### src/rtl/sum_it_up_pkg.sv
// Shared types and error codes for the sum_it_up accumulator.
package sum_it_up_pkg;

  localparam int unsigned ERR_W = 2;

  typedef enum logic [1:0] {
    IDLE  = 2'd0,
    ACC   = 2'd1,
    DRAIN = 2'd2
  } state_t;

  localparam logic [ERR_W-1:0] ERR_NONE = 2'd0;
  localparam logic [ERR_W-1:0] ERR_UOVF = 2'd1;
  localparam logic [ERR_W-1:0] ERR_SOVF = 2'd2;
  localparam logic [ERR_W-1:0] ERR_COVF = 2'd3;

endpackage

### src/rtl/sum_it_up_param_sat_adder.sv
// Combinational WIDTH-bit adder with signed/unsigned overflow detect and saturation value.
module sat_adder #(
  parameter int unsigned WIDTH = 16
) (
  input  logic [WIDTH-1:0] a,
  input  logic [WIDTH-1:0] b,
  input  logic             is_signed,
  output logic [WIDTH-1:0] sum_c,
  output logic             ovf_c,
  output logic [WIDTH-1:0] sat_c
);

  logic [WIDTH:0] wide;
  logic           s_ovf;

  assign wide  = {1'b0, a} + {1'b0, b};
  assign sum_c = wide[WIDTH-1:0];

  // Signed overflow: like-signed operands producing an opposite-signed result.
  assign s_ovf = (a[WIDTH-1] == b[WIDTH-1]) && (wide[WIDTH-1] != a[WIDTH-1]);

  assign ovf_c = is_signed ? s_ovf : wide[WIDTH];

  // Saturate toward the sign of the incoming operand.
  assign sat_c = !is_signed  ? {WIDTH{1'b1}} :
                 b[WIDTH-1]  ? {1'b1, {(WIDTH-1){1'b0}}} :
                               {1'b0, {(WIDTH-1){1'b1}}};

endmodule

### src/rtl/sum_it_up_param.sv
// Zero-terminated stream accumulator with signed/unsigned mode, optional saturation and sticky error.
module sum_it_up_param
  import sum_it_up_pkg::*;
#(
  parameter int unsigned WIDTH  = 16,
  parameter int unsigned CNT_W  = 8,
  parameter int unsigned SAT_EN = 0
) (
  input  logic             ck,
  input  logic             reset,
  input  logic             go_l,
  input  logic             mode_signed,
  input  logic             in_valid,
  input  logic [WIDTH-1:0] inA,
  output logic             busy,
  output logic             done,
  output logic             error,
  output logic [ERR_W-1:0] err_code,
  output logic [WIDTH-1:0] sum,
  output logic [CNT_W-1:0] count
);

  localparam bit               SAT     = (SAT_EN != 0);
  localparam logic [CNT_W-1:0] CNT_MAX = {CNT_W{1'b1}};

  state_t           state;
  logic             mode_r;
  logic [WIDTH-1:0] add_sum_c;
  logic             add_ovf_c;
  logic [WIDTH-1:0] add_sat_c;
  logic             cnt_ovf_c;
  logic             term_c;

  sat_adder #(.WIDTH(WIDTH)) u_add (
    .a         (sum),
    .b         (inA),
    .is_signed (mode_r),
    .sum_c     (add_sum_c),
    .ovf_c     (add_ovf_c),
    .sat_c     (add_sat_c)
  );

  assign cnt_ovf_c = (count == CNT_MAX);
  assign term_c    = (inA == '0);

  always_ff @(posedge ck or posedge reset) begin
    if (reset) begin
      state    <= IDLE;
      mode_r   <= 1'b0;
      busy     <= 1'b0;
      done     <= 1'b0;
      error    <= 1'b0;
      err_code <= ERR_NONE;
      sum      <= '0;
      count    <= '0;
    end else begin
      done <= 1'b0;
      case (state)
        IDLE: begin
          if (!go_l) begin
            sum      <= '0;
            count    <= '0;
            error    <= 1'b0;
            err_code <= ERR_NONE;
            mode_r   <= mode_signed;
            busy     <= 1'b1;
            state    <= ACC;
          end
        end

        ACC: begin
          if (in_valid) begin
            if (term_c) begin
              done  <= !error;
              busy  <= 1'b0;
              state <= IDLE;
            end else if (add_ovf_c) begin
              // Arithmetic code takes priority; sticky code survives later faults.
              error <= 1'b1;
              if (!error) err_code <= mode_r ? ERR_SOVF : ERR_UOVF;
              if (SAT && !cnt_ovf_c) begin
                sum   <= add_sat_c;
                count <= count + CNT_W'(1);
              end else begin
                state <= DRAIN;
              end
            end else if (cnt_ovf_c) begin
              error <= 1'b1;
              if (!error) err_code <= ERR_COVF;
              state <= DRAIN;
            end else begin
              sum   <= add_sum_c;
              count <= count + CNT_W'(1);
            end
          end
        end

        DRAIN: begin
          if (in_valid && term_c) begin
            busy  <= 1'b0;
            state <= IDLE;
          end
        end

        default: begin
          busy  <= 1'b0;
          state <= IDLE;
        end
      endcase
    end
  end

endmodule

### config.mk
export PLATFORM = sky130hd
export DESIGN_NAME = sum_it_up_param
export DESIGN_NICKNAME = d
export VERILOG_FILES = /design/src/rtl/sum_it_up_pkg.sv /design/src/rtl/sum_it_up_param_sat_adder.sv /design/src/rtl/sum_it_up_param.sv
export SDC_FILE = /design/constraint.sdc
export NUM_CORES = 1
export LEC_CHECK = 0
export BUFFER_PORTS_ARGS = -buffer_cell sky130_fd_sc_hd__buf_2
export CORE_AREA = 3 3 78 80
export CTS_BUF_LIST = sky130_fd_sc_hd__clkbuf_2
export DETAILED_ROUTE_END_ITERATION = 10
export DIE_AREA = 0 0 81 83
export PLACE_DENSITY = 0.76
export SETUP_SLACK_MARGIN = 0.4
export SYNTH_ARGS = -nofsm -noshare
export SYNTH_HDL_FRONTEND = slang
export SYNTH_SLANG_ARGS = --single-unit
### constraint.sdc
create_clock -name ck -period 3.7 [get_ports ck]
set_clock_uncertainty 0.15 [all_clocks]
set_input_delay 0.74 -clock ck [delete_from_list [all_inputs] [get_ports ck]]
set_output_delay 0.74 -clock ck [all_outputs]
set_load 0.005 [all_outputs]
==> results of run 1 <==
how the worst min path moves through the flow:
stage / cells after the start / endpoint / from
2_1_floorplan: 1 / done$_DFF_PP0_ / error$_DFFE_PP0P_
3_3_place_gp: 1 / done$_DFF_PP0_ / error$_DFFE_PP0P_
3_5_place_dp: 2 / err_code[0]$_DFFE_PP0P_ / err_code[0]$_DFFE_PP0P_
4_1_cts: 2 / count[5]$_DFFE_PP0P_ / reset
5_1_grt: 2 / count[4]$_DFFE_PP0P_ / reset
6_report: 2 / err_code[0]$_DFFE_PP0P_ / reset
power by group through the flow:
stage,Sequential (mW),Combinational (mW),Clock (mW)
after floorplan,0.618,0.912,0
after global placement,0.628,1.22,0
after detailed placement,0.634,1.25,0
after CTS,0.627,1.25,0.253
after global routing,0.651,1.40,0.269
final,0.629,1.25,0.252
state kept, by name, indices dropped and copies added (netlist names):
signal	cells
busy	1
count	8
done	1
err_code	2
error	1
mode_r	1
state	2
sum	16
Yosys cell counts, drive strengths merged, types with 2 or more instances:
cell type and number:
a211o 3, a211oi 4, a21o 8, a21oi 10, a31oi 2, and3 3
buf 3, clkbuf 5, dfrtp 32, ha 17, inv 7, mux2i 19
nand2 45, nand2b 4, nand3 13, nand3b 3, nand4 2, nor2 12
nor3 7, nor4 5, o211ai 11, o21a 3, o21ai 6, o41ai 2
or2 2, xnor2 8, xor2 5
cells by family (layout without fill, tap and decap cells):
group / after synthesis / in the layout / share of synthesized area [%]
AOI/OAI and AO/OA: 60 / 60 / 21.25
xor gates and xnor gates: 13 / 13 / 4.693
adders and majority gates: 19 / 19 / 10.01
buffers and inverters: 15 / 69 / 2.630
DFF: 32 / 32 / 33.01
muxes: 20 / 20 / 8.303
and+or+nand+nor: 101 / 101 / 20.11
worst max-delay path: cells and delay by family:
| family | cells | cell delay, ps |
|---|---|---|
| and+or+nand+nor | 2 | 220 |
| AOI/OAI and AO/OA | 4 | 1040 |
| muxes | 1 | 220 |
| buffers and inverters | 2 | 380 |
| adders and majority gates | 2 | 650 |
area by class of cell:
| cell class | count | share of cell area (%) |
|---|---|---|
| multi-input combinational | 213 | 55.20 |
| sequential | 32 | 28.31 |
| timing repair buffer | 54 | 9.996 |
| tap | 72 | 3.184 |
| clock inverter | 3 | 1.504 |
| inverter | 7 | 0.9288 |
| clock buffer | 5 | 0.8846 |
metal layers:
metal / part of all wire, % / track usage [%] / routed length (µm)
met5: 0 / 0 / 0
met4: 1.3 / 6.912 / 78
met3: 4.4 / 3.579 / 259
met2: 47 / 28.98 / 2762
met1: 48 / 25.45 / 2818
==> impl_metrics.toml, run 1 <==
[power]
p_leak_nw = 1.405
switching_share_pct = 45.71
ir_drop_mv = 0.3333
p_sw_uw = 972.2
pwr-share-seq_pct = 29.6
combPwrFrac_pct = 58.6
pwr-share-clk_pct = 11.8
power_density_nw_per_um2 = 751.8
p_total_mw = 2.127
p_int_mw = 1.155

[synthesis]
synth-async-reset-ratio_pct = 100.0
ys_seq_area_share_pct = 33.01
ys_types = 53
synth_edf_count = 0
yosysWarnings = 0
synth_seq_cells = 32
synth_top_area_cell = "dfrtp_1"
synth.avg_cell_area_um2 = 9.331
netlist_area_um2 = 2426
synth_nets = 299
netlist_top_cells_area = "dfrtp_1, ha_1, mux2i_1, nand2_1, xnor2_1"
synth_top_flop_cell = "dfrtp_1"
synth_cells = 260
yosysTopAreaCellShare_pct = 33.01

[setup_path]
end_kind = "flop"
worstReg2RegEnd = "err_code[1]$_DFFE_PP0P_"
critPathArrivalTime_ps = 3250
startpoint = "inA[0]"
cp-endpoint = "count[1]$_DFFE_PP0P_"
worstPathMaxFanout = 15
crit_chain = "buf_2 > ha_1 > fa_1 > a21o_1 > a221oi_4 > o211ai_4 > a211oi_4 > nand2b_4 > nor2_4 > buf_4 > mux2i_1"
slowest_delay_ps = 420
worstSetupPathType = "input port to flop"
reg2regPathDepth = 8
critPathLaunchType = "input port"
ff2ff_setup_slack_ps = 650
r2r-start = "sum[1]$_DFFE_PP0P_"
cp.required_ps = 3880
slowest_stage = "fa_1"

[timing]
setup_viol = 0
rsz0062_at_grt = "false"
fmax_mhz = 325.5
fin_crit_sh_pct = 83.04
tns_ps = 0
holdWs_ps = 257.9
max-slew-margin-rel_pct = 29.39
worst_pin_slew_ps = 1059
hold_violations = 0
slew_viol_final = 0
finalCriticalPeriod_ps = 3073
setup_slack_ps = 627.5

[finish]
instances_no_fill = 386
design_area_um2 = 2829
final_common_cell = "buf_2"
fillers = 551
final_cell_mix = "buf_2, nand2_1, dfrtp_1, mux2i_1, ha_1"
layout.nets = 352
multiInputGateArea_um2 = 1562
seqCellArea_um2 = 800.8
diodes = 0
drive_gt1_share_pct = 24.20
area_delta_synth_final_pct = 16.61
fin_util_pct = 51.69

[global_route]
grt_pass1_wl_mm = 9.970
grt_max_degree = 31
grt_usage_pct = 18.64
gr-total-overflow = 0
grt_pass1_vias = 2106
antenna_found_initial = 0

[floorplan]
core.rowCount = 27
dieArea_um2 = 6723
io_pins = 50
start_util_pct = 44.33
die-width_um = 81
die_h_um = 83
core_area_um2 = 5473

[cts]
cts.sinks = 32
cts_tree = "done"
clk_pin_slew_worst_paths_ps = 200
post_cts_resized = 0
ctsHoldBuffers = 0
cts_buffer_depth = 2
htree_levels = 2
cts_buffers = 5
clk-insertion-delay-late_ps = 390
clock-root-buffer = "clkbuf_2"
cts_setup_buffers = 0

[placed_design]
port_buffers = 49
dp_slack_ps = 210.3
place_congestion = 0.8121
hpwlAfterDp_mm = 4.494
dpl_cell_area_um2 = 2761
place_inst = 378

[detailed_routing]
drc = 0
drt_wl_total_mm = 5.918
drtIter0Drc = 165
viasPerCell = 5.622
drtAntennaViolNets = 0
num_vias = 2170
wl_per_cell_um = 15.33
first_pass_iters = 4

[hold_path]
hold_class = "input port to asynchronous set/reset pin"

[flow_run]
maxCapViolCount = 0

[run_status]
outcome = "complete, no violations"
Note: power is estimated with default switching activity, not from simulation.
==> run 2: changes to the inputs <==
- ABC_AREA: unset -> 1
- CORE_AREA: 3 3 78 80 -> 3 3 77 79
- DIE_AREA: 0 0 81 83 -> 0 0 80 82
- PLACE_DENSITY: 0.76 -> 0.77
- clock period: 3.7 -> 3.21 ns (I/O delays scaled with it)
==> impl_metrics.toml, run 2 <==
[synthesis]
synth_seq_cells = 32
synth_most_common_cell = "nand2_1"
synth.avg_cell_area_um2 = 7.426
ys_seq_area_share_pct = 33.49
yosysTopAreaCellShare_pct = 33.49
ys_types = 32
synth_edf_count = 0
synth_top_area_cell = "dfrtp_1"
synth_cells = 322
synth_top_flop_cell = "dfrtp_1"
netlist_top_cells_area = "dfrtp_1, nand2_1, ha_1, a21oi_1, inv_1"
yosysWarnings = 0
synth_nets = 361
synth-async-reset-ratio_pct = 100.0
ys_top_cells_by_count = "nand2_1, inv_1, dfrtp_1"
netlist_area_um2 = 2391

[power]
p_int_mw = 1.067
ir_drop_mv = 0.4314
p_leak_nw = 1.464
combPwrFrac_pct = 62.2
pwr-share-seq_pct = 29.0
power_density_nw_per_um2 = 771.1
p_total_mw = 2.125
switching_share_pct = 49.80
p_sw_mw = 1.059
pwr-share-clk_pct = 8.8

[floorplan]
io_pins = 50
core.rowCount = 27
core_area_um2 = 5405
die-width_um = 80
die_h_um = 82
start_util_pct = 44.24
dieArea_um2 = 6560

[timing]
worst_pin_slew_ps = 604.1
slew_viol_final = 0
finalCriticalPeriod_ps = 2545
max-slew-margin-rel_pct = 59.68
hold_violations = 0
rsz0062_at_grt = "false"
setup_viol = 0
tns_ps = 0
fin_crit_sh_pct = 79.30
fmax_mhz = 392.9

[placed_design]
port_buffers = 49
place_congestion = 0.8297
hpwlAfterDp_mm = 4.261

[finish]
top_regs = "sum (16), count (8)"
layout.nets = 416
area_delta_synth_final_pct = 15.28
final_cell_mix = "nand2_1, buf_2, inv_1, dfrtp_1, a21oi_1"
drive_gt1_share_pct = 26.79
diodes = 0
largest-register = "sum"
final_common_cell = "nand2_1"
largest_reg_flops = 16

[detailed_routing]
viasPerCell = 5.120
drtIter0Drc = 97
drc = 0
drt_wl_total_mm = 5.494
num_vias = 2299
drtAntennaViolNets = 0
wl_per_cell_um = 12.24
first_pass_iters = 4

[global_route]
antenna_found_initial = 0
grt_pass1_wl_mm = 9.252
grt_pass1_vias = 2085
grtUsageMet1_pct = 22.40
met3_usage_pct = 5.044
grt-busiest-layer = "met2"
grt_usage_pct = 17.79
grtUsageMet2_pct = 29.55
grt_max_degree = 38
gr-total-overflow = 0

[setup_path]
worstPathMaxFanout = 37
startpoint = "sum[0]$_DFFE_PP0P_"
worstSetupPathType = "flop to flop"
critPathLaunchType = "flop"
cp.required_ps = 3330
end_kind = "flop"
r2r-start = "sum[0]$_DFFE_PP0P_"
critPathArrivalTime_ps = 2670

[cts]
cts_buffer_depth = 2
htree_levels = 2
clock-root-buffer = "clkbuf_2"
cts_tree = "done"
cts.sinks = 32
cts_buffers = 5
clk_pin_slew_worst_paths_ps = 170
clk-insertion-delay-late_ps = 370

[hold_path]
hold_class = "input port to asynchronous set/reset pin"

[run_status]
outcome = "complete, no violations"

[flow_run]
maxCapViolCount = 0
## run 2: cell types whose count changed after synthesis, moves of 9 or more
cell     before  now
a21oi_1      10   26
inv_1         7   33
mux2i_1      19    0
nand2_1      45   80
nand2_2       0   15
nor2_1       11   20
o21ai_0       6   19
o21ai_1       0    9
o21ai_2       0   14
## run 2: worst paths after layout
check	end	slack, ps	cells past startpoint
min in group ck	done$_DFF_PP0_	350	1
worst min register to register	done$_DFF_PP0_	350	1
worst min-delay path	err_code[0]$_DFFE_PP0P_	150	2
worst max-delay path	sum[15]$_DFFE_PP0P_	660	16
worst max register to register	sum[15]$_DFFE_PP0P_	660	16
max in group asynchronous	sum[4]$_DFFE_PP0P_	2070	3
## run 2: cell families after synthesis
logic type | Yosys count | synth area share [%]
buffers and inverters | 41 | 8.058
adder cells (fa/ha/maj) | 18 | 9.733
AND/OR/NAND/NOR | 150 | 28.15
AO/OA/AOI/OAI | 81 | 20.57
flip-flops | 32 | 33.49
## run 2: layer usage
layer,vias up,share of wire (%)
li1,1185,-
met1,1033,45
met2,70,46
met3,11,7.0
met4,0,2.0
met5,-,0
## run 2: timing repair
item / CTS / global route
resized for setup: 0 / 2
buffers inserted: 0 / 1
endpoints found under the setup margin: 0 / 24
endpoints found under the hold margin: 0 / 0
hold buffers: 0 / 0
## run 2: stage by stage
step	utilization, %	worst slack, ps	instance area, µm²	hold WS [ps]	std cells
floorplan	-	489.3	2391	326.3	322
global placement	50.16	306.0	2711	332.0	441
detailed placement	50.16	227.8	2711	326.7	441
CTS	50.76	582.4	2744	183.3	448
global route	51.00	436.1	2756	155.3	449
finish	51.00	664.5	2756	147.4	449
## run 2: critical path, stage by stage, from the launching register on
cell,delay [ps]
dfrtp_1,420
ha_1,210
fa_2,360
nand2_1,70
nand2_1,50
o21a_2,130
nand2_1,70
nand2_2,90
nand3_1,90
nand3_1,120
nand2_2,120
nand3_2,80
nand2_2,80
nand2_2,70
buf_12,180
nand2_1,90
o21ai_2,50
## run 2: cell type report
class | count | area, µm²
Fill cell | 541 | 2649
Multi-Input combinational cell | 249 | 1403
Tap cell | 72 | 90.09
Clock inverter | 2 | 7.507
Inverter | 34 | 127.6
Timing Repair Buffer | 55 | 302.8
Clock buffer | 5 | 25.02
Sequential cell | 32 | 800.8
## run 2: power groups by stage
| stage | sequential (mW) | clock (mW) | combinational (mW) |
|---|---|---|---|
| after floorplan | 0.618 | 0 | 1.04 |
| after global placement | 0.621 | 0 | 1.28 |
| after detailed placement | 0.626 | 0 | 1.32 |
| after CTS | 0.618 | 0.192 | 1.33 |
| after global routing | 0.632 | 0.212 | 1.51 |
| final | 0.617 | 0.186 | 1.32 |
==> run 3: changes to the inputs <==
- clock period: 3.21 -> 2.5 ns (I/O delays scaled with it)
==> impl_metrics.toml, run 3 (same netlist as run 2, synthesis figures left out) <==
[timing]
slew_viol_final = 0
rsz0062_at_grt = "true"
worst_pin_slew_ps = 425.8
fmax_mhz = 406.7
tns_ps = 0
hold_violations = 0
max-slew-margin-rel_pct = 71.61
holdWs_ps = 1.843
finalCriticalPeriod_ps = 2459
fin_crit_sh_pct = 98.35
setup_viol = 0

[setup_path]
end_kind = "flop"
cp.required_ps = 2640
r2r-start = "sum[0]$_DFFE_PP0P_"
worstPathMaxFanout = 8
worstSetupPathType = "flop to flop"
critPathArrivalTime_ps = 2600
critPathLaunchType = "flop"
startpoint = "sum[0]$_DFFE_PP0P_"

[detailed_routing]
first_pass_iters = 4
viasPerCell = 5.232
drt_wl_total_mm = 7.014
drtAntennaViolNets = 0
drc = 0
num_vias = 2595
drtIter0Drc = 138
wl_per_cell_um = 14.14

[cts]
cts_buffers = 5
cts.sinks = 32
clock-root-buffer = "clkbuf_2"
clk-insertion-delay-late_ps = 390
clk_pin_slew_worst_paths_ps = 180
cts_buffer_depth = 2
htree_levels = 2
cts_tree = "done"

[finish]
largest-register = "sum"
final_common_cell = "nand2_1"
final_cell_mix = "nand2_1, buf_2, buf_4, inv_1, dfrtp_1"
drive_gt1_share_pct = 47.41
largest_reg_flops = 16
area_delta_synth_final_pct = 49.24
top_regs = "sum (16), count (8)"
diodes = 0
layout.nets = 462

[global_route]
grt_pass1_wl_mm = 11.47
grt_max_degree = 33
grt_usage_pct = 22.43
grt_pass1_vias = 2541
gr-total-overflow = 0
antenna_found_initial = 0

[placed_design]
place_congestion = 0.8281
port_buffers = 49
hpwlAfterDp_mm = 4.514

[power]
power_density_nw_per_um2 = 1156
p_leak_nw = 1.834
ir_drop_mv = 0.5455

[floorplan]
core.rowCount = 27
die_h_um = 82
core_area_um2 = 5405
io_pins = 50
die-width_um = 80
start_util_pct = 44.24
dieArea_um2 = 6560

[run_status]
outcome = "complete, no violations"

[flow_run]
maxCapViolCount = 0

[hold_path]
hold_class = "input port to asynchronous set/reset pin"
run 3: changes by cell type in the layout (fill, tap and decap cells not counted), sizes merged:
cell    change
clkinv      -1
buf        +46
clkbuf      +1
bufinv      +1
run 3: report_power, final:
part           switching [mW]  leakage, nW  internal [mW]
clock network           0.195       0.0430          0.172
logic                    1.55         1.37           1.40
registers               0.144        0.420          0.669
run 3: worst paths after layout:
kind / end / slack (ps) / cells after the start
hold reg to reg: done$_DFF_PP0_ / 360 / 1
hold / removal: count[7]$_DFFE_PP0P_ / 2 / 3
max in group asynchronous: count[0]$_DFFE_PP0P_ / 1860 / 3
setup / recovery: sum[3]$_DFFE_PP0P_ / 40 / 16
min in group ck: mode_r$_DFFE_PP0P_ / 220 / 3
setup reg to reg: sum[3]$_DFFE_PP0P_ / 40 / 16
run 3: layout make-up:
class,instances,area [µm²]
clock inverter,2,35.03
timing repair buffer,101,748.2
clock buffer,6,30.03
tap,72,90.09
inverter,34,127.6
multi-input combinational,249,1734
fill,432,1837
sequential,32,803.3
run 3: per-layer routing:
| layer | GRT usage (%) | vias up | wire [µm] |
|---|---|---|---|
| met5 | 0 | - | 0 |
| met4 | 8.615 | 0 | 235 |
| met3 | 4.605 | 31 | 349 |
| met2 | 38.41 | 80 | 3444 |
| met1 | 27.74 | 1206 | 2985 |
| li1 | - | 1278 | - |
run 3: timing repair:
action,4_1_cts,5_1_grt
resized for setup,38,37
buffers inserted,14,3
pin swaps,12,9
setup endpoints to repair,29,29
cloned,3,0
hold buffers,0,0
run 3: per-stage QoR:
stage          power, mW  instance area [µm²]  setup slack [ps]  util, %  cells
5_1_grt            4.416                 3568            -69.26    66.02    496
3_5_place_dp       2.794                 2979            -132.0    55.12    468
2_1_floorplan      2.156                 2434             31.39        -    322
6_report           4.124                 3568             41.36    66.02    496
4_1_cts            3.829                 3408             109.0    63.06    493
3_3_place_gp       2.741                 2979            -90.32    55.12    468
run 3: critical path, cell delays in order, from the launching register on:
cell and delay, ps:
dfrtp_1 450, ha_4 180, fa_2 340, nand2_1 70, nand2_1 40, o21a_2 120
nand2_2 60, nand2_2 60, nand3_2 70, nand3_2 90, nand2_4 100, nand3_4 90
nand2_4 110, nand2_8 120, buf_12 200, nand2_2 50, o21ai_1 50
